<file path="src/rtl/mc_pkg.sv">
// Shared types and encodings for the multicycle RV32I control unit:
// FSM state encoding, opcodes, ALUOp codes, mux selects and ALU operations.
package mc_pkg;

   typedef enum logic [3:0] {
      FETCH   = 4'd0,
      DECODE  = 4'd1,
      MEMADR  = 4'd2,
      MEMREAD = 4'd3,
      MEMWB   = 4'd4,
      MEMWR   = 4'd5,
      EXECR   = 4'd6,
      ALUWB   = 4'd7,
      EXECI   = 4'd8,
      JAL     = 4'd9,
      BEQ     = 4'd10
   } state_t;

   localparam logic [6:0] OP_LW  = 7'b0000011;
   localparam logic [6:0] OP_SW  = 7'b0100011;
   localparam logic [6:0] OP_R   = 7'b0110011;
   localparam logic [6:0] OP_I   = 7'b0010011;
   localparam logic [6:0] OP_BEQ = 7'b1100011;
   localparam logic [6:0] OP_JAL = 7'b1101111;

   localparam logic [1:0] ALUOP_ADD   = 2'b00;
   localparam logic [1:0] ALUOP_SUB   = 2'b01;
   localparam logic [1:0] ALUOP_FUNCT = 2'b10;

   localparam logic [1:0] SRCA_PC    = 2'b00;
   localparam logic [1:0] SRCA_OLDPC = 2'b01;
   localparam logic [1:0] SRCA_REGA  = 2'b10;

   localparam logic [1:0] SRCB_REGB = 2'b00;
   localparam logic [1:0] SRCB_IMM  = 2'b01;
   localparam logic [1:0] SRCB_FOUR = 2'b10;

   localparam logic [1:0] RES_ALUOUT    = 2'b00;
   localparam logic [1:0] RES_DATA      = 2'b01;
   localparam logic [1:0] RES_ALURESULT = 2'b10;

   localparam logic [1:0] IMM_I = 2'b00;
   localparam logic [1:0] IMM_S = 2'b01;
   localparam logic [1:0] IMM_B = 2'b10;
   localparam logic [1:0] IMM_J = 2'b11;

   localparam logic [3:0] ALU_ADD  = 4'd0;
   localparam logic [3:0] ALU_SUB  = 4'd1;
   localparam logic [3:0] ALU_SLL  = 4'd2;
   localparam logic [3:0] ALU_SLT  = 4'd3;
   localparam logic [3:0] ALU_SLTU = 4'd4;
   localparam logic [3:0] ALU_XOR  = 4'd5;
   localparam logic [3:0] ALU_SRL  = 4'd6;
   localparam logic [3:0] ALU_SRA  = 4'd7;
   localparam logic [3:0] ALU_OR   = 4'd8;
   localparam logic [3:0] ALU_AND  = 4'd9;

   function automatic logic [1:0] imm_sel(input logic [6:0] opcode);
      case (opcode)
         OP_SW:   return IMM_S;
         OP_BEQ:  return IMM_B;
         OP_JAL:  return IMM_J;
         default: return IMM_I;
      endcase
   endfunction

endpackage

</file>
<file path="src/rtl/multicycle_controller_aludec.sv">
// ALU decoder: maps the FSM's ALUOp plus funct3/funct7b5 onto an ALU operation.
module aludec
   import mc_pkg::*;
(
   input  logic [1:0] aluop,
   input  logic [2:0] funct3,
   input  logic       funct7b5,
   output logic [3:0] alucontrol
);

   always_comb begin
      alucontrol = ALU_ADD;
      case (aluop)
         ALUOP_ADD: alucontrol = ALU_ADD;
         ALUOP_SUB: alucontrol = ALU_SUB;
         ALUOP_FUNCT: begin
            case (funct3)
               3'b000:  alucontrol = funct7b5 ? ALU_SUB : ALU_ADD;
               3'b001:  alucontrol = ALU_SLL;
               3'b010:  alucontrol = ALU_SLT;
               3'b011:  alucontrol = ALU_SLTU;
               3'b100:  alucontrol = ALU_XOR;
               3'b101:  alucontrol = funct7b5 ? ALU_SRA : ALU_SRL;
               3'b110:  alucontrol = ALU_OR;
               default: alucontrol = ALU_AND;
            endcase
         end
         default: alucontrol = ALU_ADD;
      endcase
   end

endmodule

</file>
<file path="src/rtl/multicycle_controller.sv">
// Multicycle RV32I control FSM: sequences PC, IR, memory port, ALU and
// register file for lw, sw, R-type, I-type, beq and jal.
module multicycle_controller
   import mc_pkg::*;
#(
   parameter int STATE_W = 4
)
(
   input  logic               clk,
   input  logic               reset,
   input  logic [6:0]         op,
   input  logic [2:0]         funct3,
   input  logic               funct7b5,
   input  logic               Zero,
   input  logic               MemReady,
   output logic               MemReq,
   output logic               MemWrite,
   output logic               AdrSrc,
   output logic               IRWrite,
   output logic               PCWrite,
   output logic               RegWrite,
   output logic [1:0]         ALUSrcA,
   output logic [1:0]         ALUSrcB,
   output logic [1:0]         ResultSrc,
   output logic [1:0]         ImmSrc,
   output logic [3:0]         ALUControl,
   output logic               IllegalInstr,
   output logic [STATE_W-1:0] State
);

   state_t     state_reg;
   state_t     state_next;
   logic [1:0] aluop;
   logic       branch;
   logic       pcupdate;
   logic       alu_f7b5;

   always_ff @(posedge clk or posedge reset) begin
      if (reset) state_reg <= FETCH;
      else       state_reg <= state_next;
   end

   always_comb begin
      state_next   = FETCH;
      MemReq       = 1'b0;
      MemWrite     = 1'b0;
      AdrSrc       = 1'b0;
      IRWrite      = 1'b0;
      RegWrite     = 1'b0;
      ALUSrcA      = SRCA_PC;
      ALUSrcB      = SRCB_REGB;
      ResultSrc    = RES_ALUOUT;
      ImmSrc       = imm_sel(op);
      IllegalInstr = 1'b0;
      aluop        = ALUOP_ADD;
      branch       = 1'b0;
      pcupdate     = 1'b0;

      case (state_reg)
         FETCH: begin
            MemReq     = 1'b1;
            ALUSrcA    = SRCA_PC;
            ALUSrcB    = SRCB_FOUR;
            ResultSrc  = RES_ALURESULT;
            IRWrite    = MemReady;
            pcupdate   = MemReady;
            state_next = MemReady ? DECODE : FETCH;
         end
         DECODE: begin
            // Precompute the branch target into ALUOut while the opcode is decoded.
            ALUSrcA = SRCA_OLDPC;
            ALUSrcB = SRCB_IMM;
            case (op)
               OP_LW, OP_SW: state_next = MEMADR;
               OP_R:         state_next = EXECR;
               OP_I:         state_next = EXECI;
               OP_JAL:       state_next = JAL;
               OP_BEQ:       state_next = BEQ;
               default: begin
                  IllegalInstr = 1'b1;
                  state_next   = FETCH;
               end
            endcase
         end
         MEMADR: begin
            ALUSrcA = SRCA_REGA;
            ALUSrcB = SRCB_IMM;
            if (op == OP_LW)      state_next = MEMREAD;
            else if (op == OP_SW) state_next = MEMWR;
            else                  state_next = FETCH;
         end
         MEMREAD: begin
            MemReq     = 1'b1;
            AdrSrc     = 1'b1;
            ResultSrc  = RES_ALUOUT;
            state_next = MemReady ? MEMWB : MEMREAD;
         end
         MEMWB: begin
            ResultSrc  = RES_DATA;
            RegWrite   = 1'b1;
            state_next = FETCH;
         end
         MEMWR: begin
            MemReq     = 1'b1;
            MemWrite   = 1'b1;
            AdrSrc     = 1'b1;
            ResultSrc  = RES_ALUOUT;
            state_next = MemReady ? FETCH : MEMWR;
         end
         EXECR: begin
            ALUSrcA    = SRCA_REGA;
            ALUSrcB    = SRCB_REGB;
            aluop      = ALUOP_FUNCT;
            state_next = ALUWB;
         end
         ALUWB: begin
            ResultSrc  = RES_ALUOUT;
            RegWrite   = 1'b1;
            state_next = FETCH;
         end
         EXECI: begin
            ALUSrcA    = SRCA_REGA;
            ALUSrcB    = SRCB_IMM;
            aluop      = ALUOP_FUNCT;
            state_next = ALUWB;
         end
         JAL: begin
            ALUSrcA    = SRCA_OLDPC;
            ALUSrcB    = SRCB_FOUR;
            ResultSrc  = RES_ALUOUT;
            pcupdate   = 1'b1;
            state_next = ALUWB;
         end
         BEQ: begin
            ALUSrcA    = SRCA_REGA;
            ALUSrcB    = SRCB_REGB;
            aluop      = ALUOP_SUB;
            ResultSrc  = RES_ALUOUT;
            branch     = 1'b1;
            state_next = FETCH;
         end
         default: begin
            ImmSrc     = IMM_I;
            state_next = FETCH;
         end
      endcase

      PCWrite = (branch & Zero) | pcupdate;
   end

   // addi carries immediate bits in instr[30], so it must never select subtract.
   assign alu_f7b5 = funct7b5 & ~((op == OP_I) & (funct3 == 3'b000));

   aludec u_aludec (
      .aluop      (aluop),
      .funct3     (funct3),
      .funct7b5   (alu_f7b5),
      .alucontrol (ALUControl)
   );

   assign State = STATE_W'(state_reg);

endmodule

</file>
<file path="config.mk">
export PLATFORM = sky130hd
export DESIGN_NAME = multicycle_controller
export DESIGN_NICKNAME = d
export VERILOG_FILES = /design/src/rtl/mc_pkg.sv /design/src/rtl/multicycle_controller_aludec.sv /design/src/rtl/multicycle_controller.sv
export SDC_FILE = /design/constraint.sdc
export NUM_CORES = 1
export LEC_CHECK = 0
export CAP_MARGIN = 30
export CORE_MARGIN = 4
export CORE_UTILIZATION = 42
export CTS_BUF_LIST = sky130_fd_sc_hd__clkbuf_8
export CTS_CLUSTER_DIAMETER = 60
export DETAILED_ROUTE_END_ITERATION = 7
export PLACE_DENSITY_LB_ADDON = 0.25
export SETUP_SLACK_MARGIN = 0.05
export SYNTH_ARGS = -nofsm -noshare
export SYNTH_HDL_FRONTEND = slang
export SYNTH_HIERARCHICAL = 1
export SYNTH_SLANG_ARGS = --single-unit
</file>
<file path="constraint.sdc">
create_clock -name clk -period 3.3 [get_ports clk]
set_input_delay 0.66 -clock clk [delete_from_list [all_inputs] [get_ports clk]]
set_output_delay 0.66 -clock clk [all_outputs]
set_load 0.05 [all_outputs]
</file>
# ---- Word level (Yosys, flattened, before mapping)
# Cells that the tools add are included.
dict set report op_classes {
  n_eq_ne 24
  reduce_logical 14
  bitwise_logic 5
  mux 26
}
# cell n
set ops {}
lappend ops {{case mux 4 bit (7 select lines)} 1}
lappend ops {{case mux 4 bit (6 select lines)} 1}
lappend ops {{case mux 4 bit (5 select lines)} 1}
lappend ops {{== test 4 x 3 -> 1 bit, second input constant} 4}
lappend ops {{case mux 2 bit (2 select lines)} 4}
lappend ops {{== test 7 x 6 -> 1 bit, second input constant} 2}
lappend ops {{== test 7 bit, second input constant} 2}
lappend ops {{== test 4 bit, second input constant} 3}
lappend ops {{two-way mux 3 bit} 4}
lappend ops {{OR reduction 2 bit} 6}
lappend ops {{two-way mux 1 bit} 11}
lappend ops {{OR reduction 11 bit} 1}
lappend ops {{== test 3 bit, second input constant} 3}
lappend ops {{OR reduction 3 bit} 3}
lappend ops {{== test 4 x 2 -> 1 bit, second input constant} 2}
lappend ops {{case mux 4 bit (2 select lines)} 1}
lappend ops {{== test 7 x 2 -> 1 bit, second input constant} 1}
lappend ops {{== test 7 x 5 -> 1 bit, second input constant} 1}
lappend ops {{== test 3 x 2 -> 1 bit, second input constant} 2}
lappend ops {{case mux 2 bit (3 select lines)} 1}
lappend ops {{OR reduction 6 bit} 1}
lappend ops {{== test 4 x 1 -> 1 bit, second input constant} 1}
lappend ops {{logical NOT 4 bit} 1}
lappend ops {{OR reduction 4 bit} 1}
lappend ops {{other kinds (9)} 11}
dict set report word_totals {
  regBits 4
  output_inout_bits 23
}

# ---- Logic depth before layout (Yosys ltp)
dict set report depth {
  ltp_word 7
  ltp_mapped 9
  ltp_nobuf 8
}

# ---- Cells and area by module
# The synthesis kept the hierarchy.
# mod n_inst cells_per_inst area_each_um2
set modules_own_cells {}
lappend modules_own_cells {multicycle_controller 1 80 551.8}
lappend modules_own_cells {aludec 1 19 117.6}

# ---- Least setup slack after synthesis
# OpenSTA, ideal clock, no wires.
dict set report synth_timing {
  path_kind {flip-flop to output port}
  startpoint {register state_reg[3], in the netlist State[3]}
  endpoint {output port IRWrite}
  setup_slack_ns -0.422
  path_buffers 1
  path_stages_with_launch 5
  arrival_ns 3.062
  t_required_ns 2.640
  path_cell_list {dfrtp_1 buf_2 nor4_1 nand2_1 inv_1}
}
dict set report synth_between {
  elab_chain_cells 2
}
# element line_no
set synth_lines {}
lappend synth_lines {{from (decl)} multicycle_controller.sv:31} ;# state_t state_reg;
lappend synth_lines {{from (signal assigned)} multicycle_controller.sv:40} ;# else state_reg <= state_next;
lappend synth_lines {{logical NOT 4 bit} multicycle_controller.sv:59} ;# case (state_reg)
lappend synth_lines {{two-way mux 1 bit} multicycle_controller.sv:59}
lappend synth_lines {{to (decl)} multicycle_controller.sv:19} ;# output logic IRWrite,
# Every way passes these cells.

# ---- Worst setup path in the final report
dict set report layout_timing {
  startpoint {input port op[0]}
  endpoint {output port ALUControl[0]}
}
dict set report layout_between {
  elab_chain_cells 7
  elab_cells_between_ends 8
  classes_between {eq/ne (1); mux (4); bitwise (3)}
}
# element line_no
set layout_lines {}
lappend layout_lines {{from (decl)} multicycle_controller.sv:11} ;# input logic [6:0] op,
lappend layout_lines {{== test 7 x 5 -> 1 bit *} multicycle_controller.sv:152} ;# assign alu_f7b5 = funct7b5 & ~((op == OP_I) & (funct3 == 3'b000));
lappend layout_lines {{bitwise AND 1 bit *} multicycle_controller.sv:152}
lappend layout_lines {{NOT 1 bit *} multicycle_controller.sv:152}
lappend layout_lines {{bitwise AND 1 bit *} multicycle_controller.sv:152}
lappend layout_lines {{named net alu_f7b5} multicycle_controller.sv:36} ;# logic alu_f7b5;
lappend layout_lines {{two-way mux 1 bit} {multicycle_controller_aludec.sv:18, multicycle_controller_aludec.sv:23}}
lappend layout_lines {{case mux 4 bit (7 select lines) *} multicycle_controller_aludec.sv:17} ;# case (funct3)
lappend layout_lines {{case mux 4 bit (2 select lines) *} multicycle_controller_aludec.sv:13} ;# case (aluop)
lappend layout_lines {{to (decl)} multicycle_controller.sv:26} ;# output logic [3:0] ALUControl,
# The timed path passes the listed nets; every way through them passes the cells marked *.

==> results.yml <==
die:
  initial_core_util: 0.444
  rows: 14
  die_height_um: 47.9
  core_area_sq_mm: 0.00151
  num_io_pins: 38
  fp.dieW_um: 47.9
  die_area_sq_mm: 0.00230
timing:
  whs_ns: 0.631
  fin_skew_ns: 0.00147
  slew_headroom: 0.660
  drv_slew: 0
  setup_viol: 0
  fmax_ghz: 0.318
  period_minus_slack_ns: 3.15
  period_share: 0.954
  tns_ns: 0
  final-hold-violation-count: 0
  rsz0062_at_grt: "false"
  worst_pin_slew_ns: 0.509
clock_network:
  numCtsBuffers: 3
  htreeDepth: 1
  cts_tree: "yes"
  clk_path_buf_depth: 2
  clock_sinks: 4
  cts_resized: 0
  clkTransAtPathRegs_ns: 0.03
  clk_latency_ns: 0.22
  cts_setup_buffers: 0
  postCtsHoldBufs: 0
  clockRootBuffer: "clkbuf_8"
yosys:
  synthArstFlopShare: 1.00
  syn_area_sq_um: 669
  synth_nets: 116
  yosysSeqAreaShare: 0.150
  synth_ff_type: "dfrtp_1"
  yosys.cell_types.count: 37
  syn_inst: 99
  synth_area_per_cell_sq_um: 6.76
  ys_seq_elements: 4
  synth_edf_count: 0
  yosysWarnings: 6
global_route:
  antenna_found_initial: 0
  grt-ovfl-total: 0
  grtUsageMet3: 0.0414
  grtUsageTotal: 0.210
  grt_pass1_vias: 811
  grt-busiest-layer: "met2"
  grt_pass1_wl_um: 3450
  grt_util_met1: 0.243
  grt_max_degree: 19
  use_met2: 0.380
critical_path:
  critPathLaunchType: "primary input"
  critPathMaxFanout: 3
  worstPathArrival_ns: 2.49
  critPathKind: "primary input to output pin"
  r2r_start: "State[3]"
  reg2reg_to: "State[0]"
  endpoint_kind: "output pin"
  worstRegToRegCells: 5
  reg2reg_slack_ns: 1.55
  required_ns: 2.64
  critPathLaunch: "op[0]"
power:
  comb_power_share: 0.548
  pwr-share-seq: 0.158
  p_switching_mw: 0.144
  p_per_area_mw_per_mm2: 291
  p_leak_nw: 0.460
  clkPwrFrac: 0.294
  vdd_drop_max_mv: 0.241
  switching_share: 0.417
  p_int_mw: 0.202
finish:
  fin_area_sq_mm: 0.00119
  layout-drive-gt1-share: 0.206
  final_cell_mix: "29 x clkdlybuf4s50_1, 13 x nor2_1, 11 x buf_4, 10 x a21oi_1"
  nets: 160
  diodes: 0
  area_growth_pct: 77.6
  largest_register_ffs: 4
  mostFrequentLayoutCell: "clkdlybuf4s50_1"
place:
  numPortBuffers: 37
  dp_hpwl_um: 1750
  gp_congestion: 0.892
  place_area_sq_mm: 0.00111
drt:
  routedWlPerCell_um: 15.4
  drc: 0
  drt-total-wl_um: 2420
  num_vias: 922
  drtIter0Drc: 47
  drt-pass1-iter-count: 4
  ant_nets: 0
  routed_via_density: 5.87
status:
  outcome: "completed"
flow_run:
  maxCapViolations: 0
min_path:
  hp-class: "primary input to asynchronous set/reset pin"
[cell usage after synthesis, types with 3 or more instances]
cell	count	share of area
a21oi_1	10	0.075
inv_1	6	0.034
nand2_1	8	0.045
nand2b_1	8	0.075
dfrtp_1	4	0.15
nor2b_1	5	0.047
nor3_1	3	0.022
o21ai_0	3	0.022
nand3_1	3	0.022
buf_2	4	0.030
nor2_1	15	0.084
[critical path, stage by stage]
cell and delay (ns):
clkdlybuf4s50_1 0.55, nand4bb_4 0.15, nor2_4 0.17, nand3_2 0.11, o41a_1 0.36, nor3_2 0.11, or3_1 0.14, o22ai_2 0.08
buf_12 0.16
[layer usage]
| layer | part of all wire | wire (um) | vias to the layer above |
|---|---|---|---|
| li1 | - | - | 443 |
| met4 | 0.015 | 36 | 0 |
| met2 | 0.53 | 1290 | 46 |
| met3 | 0.070 | 169 | 4 |
| met5 | 0 | 0 | - |
| met1 | 0.38 | 921 | 429 |
[metrics by stage]
stage	cells	power [mW]	setup WS, ns	utilization
after floorplan	99	0.164	0.0771	-
after global placement	154	0.236	0.253	0.740
after detailed placement	154	0.239	0.182	0.740
after CTS	157	0.342	0.122	0.767
after global routing	157	0.365	0.0268	0.789
final	157	0.346	0.152	0.789
[final cells by class]
type / instances / area (sq um)
multi-input cells: 85 / 571
repair buffers: 43 / 433
clock buffers: 3 / 41.3
fillers: 98 / 318
flip-flops and latches: 4 / 101
inverters: 6 / 22.5
well taps: 16 / 20.0
[how the worst max path moves through the flow]
stage	slack, ns	endpoint	depth (start not counted)
after global placement	0.25	ALUControl[0]	9
after global routing	0.03	ALUControl[0]	9
after CTS	0.12	ALUControl[0]	9
after floorplan	0.08	ALUControl[0]	9
after detailed placement	0.18	ALUControl[0]	9
final	0.15	ALUControl[0]	9
[cells by family (layout without fill, tap and decap cells)]
group,after synthesis,in the layout,share of synthesized area
AND/OR/NAND/NOR,55,55,0.464
AO/OA/AOI/OAI,24,24,0.230
buffers and inverters,10,52,0.0636
flip-flops,4,4,0.150
adder cells (fa/ha/maj),3,3,0.0523
XOR/XNOR,2,2,0.0262
multiplexers,1,1,0.0150
[power groups by stage]
stage                     Combinational [mW]  Sequential [mW]  Clock, mW
after floorplan                        0.100           0.0634          0
after global placement                 0.181           0.0548          0
after detailed placement               0.184           0.0548          0
after CTS                              0.185           0.0544      0.102
after global routing                   0.199           0.0551      0.111
final                                  0.189           0.0546      0.102
Note: power is estimated with default switching activity, not from simulation.
